`config.mk`:
```
export PLATFORM = sky130hd
export DESIGN_NAME = issue_ctrl
export DESIGN_NICKNAME = d
export VERILOG_FILES = /design/src/rtl/issue_ctrl_pkg.sv /design/src/rtl/issue_scoreboard.sv /design/src/rtl/issue_ctrl.sv
export SDC_FILE = /design/constraint.sdc
export NUM_CORES = 1
export LEC_CHECK = 0
export ABC_AREA = 1
export CELL_PAD_IN_SITES_DETAIL_PLACEMENT = 1
export CELL_PAD_IN_SITES_GLOBAL_PLACEMENT = 1
export CORE_UTILIZATION = 40
export DETAILED_ROUTE_END_ITERATION = 12
export HOLD_SLACK_MARGIN = 0.1
export PLACE_DENSITY = 0.78
export SLEW_MARGIN = 15
export SYNTH_ARGS = -nofsm -noshare
export SYNTH_HDL_FRONTEND = slang
export SYNTH_SLANG_ARGS = --single-unit
```
`constraint.sdc`:
```
create_clock -name clock_i -period 5.74 [get_ports clock_i]
set_input_delay 0.574 -clock clock_i [delete_from_list [all_inputs] [get_ports clock_i]]
set_output_delay 0.574 -clock clock_i [all_outputs]
set_load 0.05 [all_outputs]
```
`src/rtl/issue_ctrl_pkg.sv`:
```
// Shared definitions for the issue controller slice.
// Contents: register-index width, the x0 index, register count, and the
//           issue FSM state encoding.
package issue_ctrl_pkg;

  localparam int REG_IDX_W = 5;
  localparam int NUM_REGS  = 32;

  localparam logic [REG_IDX_W-1:0] REG_X0 = '0;

  typedef logic [1:0] issue_state_t;

  localparam logic [1:0] ST_RUN     = 2'd0;
  localparam logic [1:0] ST_BR_WAIT = 2'd1;
  localparam logic [1:0] ST_SERIAL  = 2'd2;
  localparam logic [1:0] ST_DRAIN   = 2'd3;

endpackage

```
`src/rtl/issue_scoreboard.sv`:
```
// Per-register scoreboard of outstanding writes.
// Ports:
//   clock_i, reset_i         clock, async active-high reset
//   inc_i / inc_addr_i       an issuing instruction will write inc_addr_i
//   dec_i / dec_addr_i       a writeback to dec_addr_i retires
//   rd_addr_a_i/rd_addr_b_i  source register read ports
//   retire_empty_i           a retire was seen with nothing in flight
//   pend_a_o / pend_b_o      read port register has writes pending
//   sat_o                    inc_addr_i counter is saturated
//   sb_err_o                 sticky scoreboard error
module issue_scoreboard
  import issue_ctrl_pkg::*;
#(
  parameter int REG_CNT_W = 2
) (
  input  logic                 clock_i,
  input  logic                 reset_i,
  input  logic                 inc_i,
  input  logic [REG_IDX_W-1:0] inc_addr_i,
  input  logic                 dec_i,
  input  logic [REG_IDX_W-1:0] dec_addr_i,
  input  logic [REG_IDX_W-1:0] rd_addr_a_i,
  input  logic [REG_IDX_W-1:0] rd_addr_b_i,
  input  logic                 retire_empty_i,
  output logic                 pend_a_o,
  output logic                 pend_b_o,
  output logic                 sat_o,
  output logic                 sb_err_o
);

  localparam logic [REG_CNT_W-1:0] PEND_MAX = '1;

  // Entry 0 exists only so reads of x0 index cleanly; it is held at zero.
  logic [REG_CNT_W-1:0] pend_q [NUM_REGS];
  logic [REG_CNT_W-1:0] pend_d [NUM_REGS];
  logic                 sb_err_q, sb_err_d;

  always_comb begin
    pend_d    = pend_q;
    pend_d[0] = '0;
    for (int i = 1; i < NUM_REGS; i++) begin
      logic inc_hit, dec_hit;
      inc_hit = inc_i && (inc_addr_i == REG_IDX_W'(i));
      dec_hit = dec_i && (dec_addr_i == REG_IDX_W'(i));
      // Simultaneous inc and dec of one register cancel out.
      if (inc_hit && !dec_hit && pend_q[i] != PEND_MAX) begin
        pend_d[i] = pend_q[i] + 1'b1;
      end else if (dec_hit && !inc_hit && pend_q[i] != '0) begin
        pend_d[i] = pend_q[i] - 1'b1;
      end
    end
  end

  always_comb begin
    sb_err_d = sb_err_q;
    if (retire_empty_i) begin
      sb_err_d = 1'b1;
    end
    if (dec_i && dec_addr_i != REG_X0 && pend_q[dec_addr_i] == '0) begin
      sb_err_d = 1'b1;
    end
  end

  always_ff @(posedge clock_i or posedge reset_i) begin
    if (reset_i) begin
      for (int i = 0; i < NUM_REGS; i++) begin
        pend_q[i] <= '0;
      end
      sb_err_q <= 1'b0;
    end else begin
      pend_q   <= pend_d;
      sb_err_q <= sb_err_d;
    end
  end

  assign pend_a_o = (pend_q[rd_addr_a_i] != '0);
  assign pend_b_o = (pend_q[rd_addr_b_i] != '0);
  assign sat_o    = (pend_q[inc_addr_i] == PEND_MAX);
  assign sb_err_o = sb_err_q;

endmodule

```
`src/rtl/issue_ctrl.sv`:
```
// Issue controller between the decoder and the execute units.
// Stalls on RAW hazards, in-flight overflow and pending-counter saturation,
// serialises control flow until the BRU resolves, drains before serial
// (CSR/fence/ecall/ebreak) instructions and after flush.
// Ports (inputs _i, outputs _o):
//   clock_i, reset_i                 clock, async active-high reset
//   id_*_i                           decoded instruction fields
//   ex_ready_i, bru_resolve_i        execute backpressure, branch resolved
//   wb_valid_i, wb_waddr_i, wb_we_i  retire / writeback
//   flush_i                          kill ID instruction, drain
//   id_ready_o, issue_fire_o         issue decision (combinational)
//   stall_raw_o                      RAW-caused stall (combinational)
//   inflight_cnt_o, stall_cycles_o   registered counters
//   sb_err_o                         sticky scoreboard error
//
// state   | meaning
// RUN     | normal issue
// BR_WAIT | branch/jump issued, waiting for bru_resolve
// SERIAL  | serial instruction issued, waiting for it to retire
// DRAIN   | flushed, waiting for in-flight work to retire
module issue_ctrl
  import issue_ctrl_pkg::*;
#(
  parameter  int MAX_INFLIGHT = 4,
  parameter  int REG_CNT_W    = 2,
  parameter  int PERF_W       = 32,
  localparam int CNT_W        = $clog2(MAX_INFLIGHT + 1)
) (
  input  logic                 clock_i,
  input  logic                 reset_i,
  input  logic                 id_valid_i,
  input  logic [REG_IDX_W-1:0] id_rs1_i,
  input  logic [REG_IDX_W-1:0] id_rs2_i,
  input  logic                 id_rs1_ren_i,
  input  logic                 id_rs2_ren_i,
  input  logic                 id_rf_we_i,
  input  logic [REG_IDX_W-1:0] id_rf_waddr_i,
  input  logic                 id_is_ctrl_i,
  input  logic                 id_is_serial_i,
  input  logic                 ex_ready_i,
  input  logic                 bru_resolve_i,
  input  logic                 wb_valid_i,
  input  logic [REG_IDX_W-1:0] wb_waddr_i,
  input  logic                 wb_we_i,
  input  logic                 flush_i,
  output logic                 id_ready_o,
  output logic                 issue_fire_o,
  output logic                 stall_raw_o,
  output logic [CNT_W-1:0]     inflight_cnt_o,
  output logic [PERF_W-1:0]    stall_cycles_o,
  output logic                 sb_err_o
);

  issue_state_t         state_q, state_d;
  logic [CNT_W-1:0]     inflight_q, inflight_d;
  logic [PERF_W-1:0]    stall_q, stall_d;

  logic pend_rs1, pend_rs2, rd_sat;
  logic hazard, rd_tracked, sb_inc, sb_dec, retire_empty;

  assign rd_tracked   = id_rf_we_i && (id_rf_waddr_i != REG_X0);
  assign sb_inc       = issue_fire_o && rd_tracked;
  assign sb_dec       = wb_valid_i && wb_we_i && (wb_waddr_i != REG_X0);
  assign retire_empty = wb_valid_i && (inflight_q == '0);

  issue_scoreboard #(
    .REG_CNT_W (REG_CNT_W)
  ) u_sb (
    .clock_i        (clock_i),
    .reset_i        (reset_i),
    .inc_i          (sb_inc),
    .inc_addr_i     (id_rf_waddr_i),
    .dec_i          (sb_dec),
    .dec_addr_i     (wb_waddr_i),
    .rd_addr_a_i    (id_rs1_i),
    .rd_addr_b_i    (id_rs2_i),
    .retire_empty_i (retire_empty),
    .pend_a_o       (pend_rs1),
    .pend_b_o       (pend_rs2),
    .sat_o          (rd_sat),
    .sb_err_o       (sb_err_o)
  );

  // No writeback bypass: hazards are judged on registered counters only.
  assign hazard = id_valid_i &&
                  ((id_rs1_ren_i && id_rs1_i != REG_X0 && pend_rs1) ||
                   (id_rs2_ren_i && id_rs2_i != REG_X0 && pend_rs2));

  // Reset is folded in so the issue decision reads 0 while reset is held.
  assign id_ready_o = !reset_i && (state_q == ST_RUN) && ex_ready_i &&
                      !hazard && !flush_i &&
                      (inflight_q < CNT_W'(MAX_INFLIGHT)) &&
                      !(rd_tracked && rd_sat) &&
                      !(id_is_serial_i && inflight_q != '0);

  assign issue_fire_o = id_valid_i && id_ready_o;
  assign stall_raw_o  = hazard;

  always_comb begin
    state_d = state_q;
    case (state_q)
      ST_RUN: begin
        if (flush_i) begin
          state_d = ST_DRAIN;
        end else if (issue_fire_o && id_is_ctrl_i) begin
          state_d = ST_BR_WAIT;
        end else if (issue_fire_o && id_is_serial_i) begin
          state_d = ST_SERIAL;
        end
      end
      ST_BR_WAIT: begin
        if (flush_i) begin
          state_d = ST_DRAIN;
        end else if (bru_resolve_i) begin
          state_d = ST_RUN;
        end
      end
      ST_SERIAL: begin
        if (flush_i) begin
          state_d = ST_DRAIN;
        end else if (inflight_q == '0) begin
          state_d = ST_RUN;
        end
      end
      ST_DRAIN: begin
        if (!flush_i && inflight_q == '0) begin
          state_d = ST_RUN;
        end
      end
      default: state_d = ST_RUN;
    endcase
  end

  always_comb begin
    inflight_d = inflight_q;
    case ({issue_fire_o, wb_valid_i})
      2'b10:   inflight_d = inflight_q + 1'b1;
      2'b01:   if (inflight_q != '0) inflight_d = inflight_q - 1'b1;
      default: inflight_d = inflight_q;
    endcase
  end

  always_comb begin
    stall_d = stall_q;
    if (id_valid_i && !id_ready_o) begin
      stall_d = stall_q + PERF_W'(1);
    end
  end

  always_ff @(posedge clock_i or posedge reset_i) begin
    if (reset_i) begin
      state_q    <= ST_RUN;
      inflight_q <= '0;
      stall_q    <= '0;
    end else begin
      state_q    <= state_d;
      inflight_q <= inflight_d;
      stall_q    <= stall_d;
    end
  end

  assign inflight_cnt_o = inflight_q;
  assign stall_cycles_o = stall_q;

endmodule

```
==> metrics <==
outcome=finished, final reports clean; CP max-delay cell=clkdlybuf4s50_1; synth cell count leaders=478 x nand2_1, 183 x inv_1, 129 x nand3_1, 129 x nor2_1, 100 x dfrtp_1; most common cell in the netlist=nand2_1; CP cell instances=clkdlybuf4s50_1, inv_2, nor2_1, nand2_1, nand3_1, nand2_1, nand2_1, o21ai_1, nand2_1, nand3_1, nand2_1, inv_1, nand2_1, inv_1, clkdlybuf4s50_1; worst reg-to-reg path cell count=16; count of different cell masters after synthesis=39; Seq. cell area=2500 um^2; area delta synth->final=14.8%; first-pass GRT wire length=45.4 mm; r2r endpoint=u_sb.pend_q[10]; row count=51; Hold Fails Final Rpt=0; end of the worst hold path=stall_cycles_o[8]; Core Area=19700 um^2; average routed wire per standard cell=17.3 um; fin crit share=0.756; Worst-Margin Slew=0.915 ns; P per Cell Area=245 nW/um^2; Seq/Total Area, Yosys=0.309; Reg-to-Reg Start=u_sb.pend_q[40]; vias in the first global route=8500; WP data arrival=3.77 ns; RSZ-0062 raised after global routing=false; clock power share=0.293; pre-CTS WS=1.41 ns; final slew viol count=0; Max stage delay on crit path=0.84 ns; Main synth FF type=dfrtp_1; area leader, netlist=dfrtp_1; Fmax=230 MHz; Hold WS=0.500 ns; ranking of synthesized cells by area=dfrtp_1 31%, nand2_1 22%, inv_1 8.5%; post-layout minimum cycle time=4.34 ns; Final HPWL DP=21.8 mm; Post-synth EDFFs=0; Die Wd=144 um; type of origin of the critical path=primary input; clock tree buffer depth=2; Critical Path End Type=output pin; Min-Delay Path Class=reg -> reg; routability cong.=0.937; initial antenna violation count=1; top-area cell type share of the netlist area=0.309; H-tree lvl count=3; Internal Power=1.33 mW; Min-Delay Startpoint=stall_cycles_o[8]; GRT overflow=0; Vias=8703; largest net degree at the start of global routing=67; DRT iter0 DRCs=516; CTS resizes=0; Cells after Synth=1313; fill count=2746; synth warn=0; die area=20800 um^2; Rel. slew slack=0.390; asr flop ratio synth=1.00; # IOs=72; Sw Pwr=0.950 mW; Critical Path Fanout Max=18; syn_nets=1353; PnR worst setup slack=1.40 ns; NumNets Final=1408; max-cap violation count=0; placed instance area=8970 um^2; setup_tns=0 ns; port buffer count=71; synthesized area=8090 um^2; Die Y=144 um; worst setup path class=in -> out; layout cells sized above 1=0.0481; setup violators final=0; gr usage total=0.286; flops & latches, synth=100; Clock Sinks=100; CTS Buf Count=9; combinational share of power=0.322; CTS Root Cell=clkbuf_16; Clock transition at path regs=0.09 ns; fin area=9290 um^2; Reg power frac=0.385; DRT antenna net count=0; DRT Wirelength=28.3 mm; mean post-synth cell area=6.16 um^2; Layout Skew=0.0110 ns; total power=2.28 mW; Pleak=4.36 nW; r2r setup slk=2.24 ns; Worst EP required=5.17 ns; crit-path most repeated cell=nand2_1; CTS tree=yes; sw frac=0.418; worst-case vdd ir drop=0.139 mV; Via density=5.31; Post-CTS Setup Bufs=0; hold_buf cts=0; Multi-input gate area=4640 um^2; fin util=0.472; Non-Filler Instances=1639; DRC Markers=0; DRT Pass-1 Iters=5; Clock Latency Late Sink=0.37 ns; Inst Count DP=1622; worst hold path stage count=1; initial core utilization=0.411
[worst max-delay path by stage]
stage	endpoint	slack (ns)	cells after the start	start
final	id_ready_o	1.40	15	id_rf_waddr_i[1]
after global routing	id_ready_o	1.07	15	id_rf_waddr_i[1]
after CTS	id_ready_o	1.42	15	id_rf_waddr_i[1]
after detailed placement	u_sb.pend_q[10]	1.41	17	id_rf_waddr_i[1]
after global placement	id_ready_o	1.53	15	id_rf_waddr_i[1]
after floorplan	inflight_cnt_o[0]	2.55	1	reset_i
[cells in the final DEF, fill, tap and decap left out, types with 2 or more instances in the layout]
| master | instances |
|---|---|
| a221oi_1 | 6 |
| nor4_1 | 3 |
| clkinv_8 | 2 |
| nand2_1 | 478 |
| xor2_1 | 20 |
| ha_1 | 6 |
| o22ai_1 | 13 |
| nor3_1 | 38 |
| nand4_2 | 22 |
| xnor2_1 | 11 |
| clkbuf_16 | 9 |
| nand4_1 | 13 |
| nor3_2 | 2 |
| o21ai_1 | 7 |
| nor2_1 | 129 |
| inv_1 | 182 |
| buf_4 | 7 |
| nor2_2 | 2 |
| or2_1 | 5 |
| clkdlybuf4s50_1 | 70 |
| a21oi_1 | 47 |
| dfrtp_1 | 100 |
| inv_2 | 12 |
| inv_6 | 2 |
| nand3b_1 | 11 |
| nand3_1 | 129 |
| o21ai_0 | 31 |
[routing by layer]
layer / vias to the layer above / wire [um] / GRT usage
li1: 4264 / - / -
met1: 4163 / 12700 / 0.378
met2: 218 / 13300 / 0.474
met3: 58 / 1410 / 0.0348
met4: 0 / 891 / 0.113
met5: - / 0 / 0
[power by group through the flow]
stage	clock, mW	combinational, mW	sequential, mW
2_1_floorplan	0	0.320	1.03
3_3_place_gp	0	0.716	0.887
3_5_place_dp	0	0.733	0.890
4_1_cts	0.680	0.735	0.877
5_1_grt	0.698	0.800	0.891
6_report	0.666	0.734	0.876
[registers in the layout (all words and copies together), names as in the netlist]
| name | count |
|---|---|
| u_sb.sb_err_o | 1 |
| u_sb.pend_q | 62 |
| stall_cycles_o | 32 |
| inflight_cnt_o | 3 |
| state_q | 2 |
[cell families (layout without fill, tap and decap cells)]
kind of cell             Yosys count  in the layout  synth area share
AO/OA/AOI/OAI                    110            110            0.0749
XOR/XNOR                          31             31            0.0336
adder cells (fa/ha/maj)            7              7            0.0118
buffers and inverters            230            290             0.117
flip-flops                       100            100             0.309
other                              0              1                 0
AND/OR/NAND/NOR                  835            835             0.454
[worst max-delay path: cells and delay by family]
family	cells	cell delay, ns
buffers and inverters	5	2.24
AND/OR/NAND/NOR	9	0.81
AO/OA/AOI/OAI	1	0.14
[cell type report]
class | instances | area share
Antenna cell | 1 | 0.000269
Clock buffer | 9 | 0.0243
Clock inverter | 7 | 0.00930
Inverter | 196 | 0.0795
Multi-Input combinational cell | 983 | 0.500
Sequential cell | 100 | 0.269
Tap cell | 265 | 0.0357
Timing Repair Buffer | 78 | 0.0816
No activity file was read; power rests on OpenSTA's default activity.
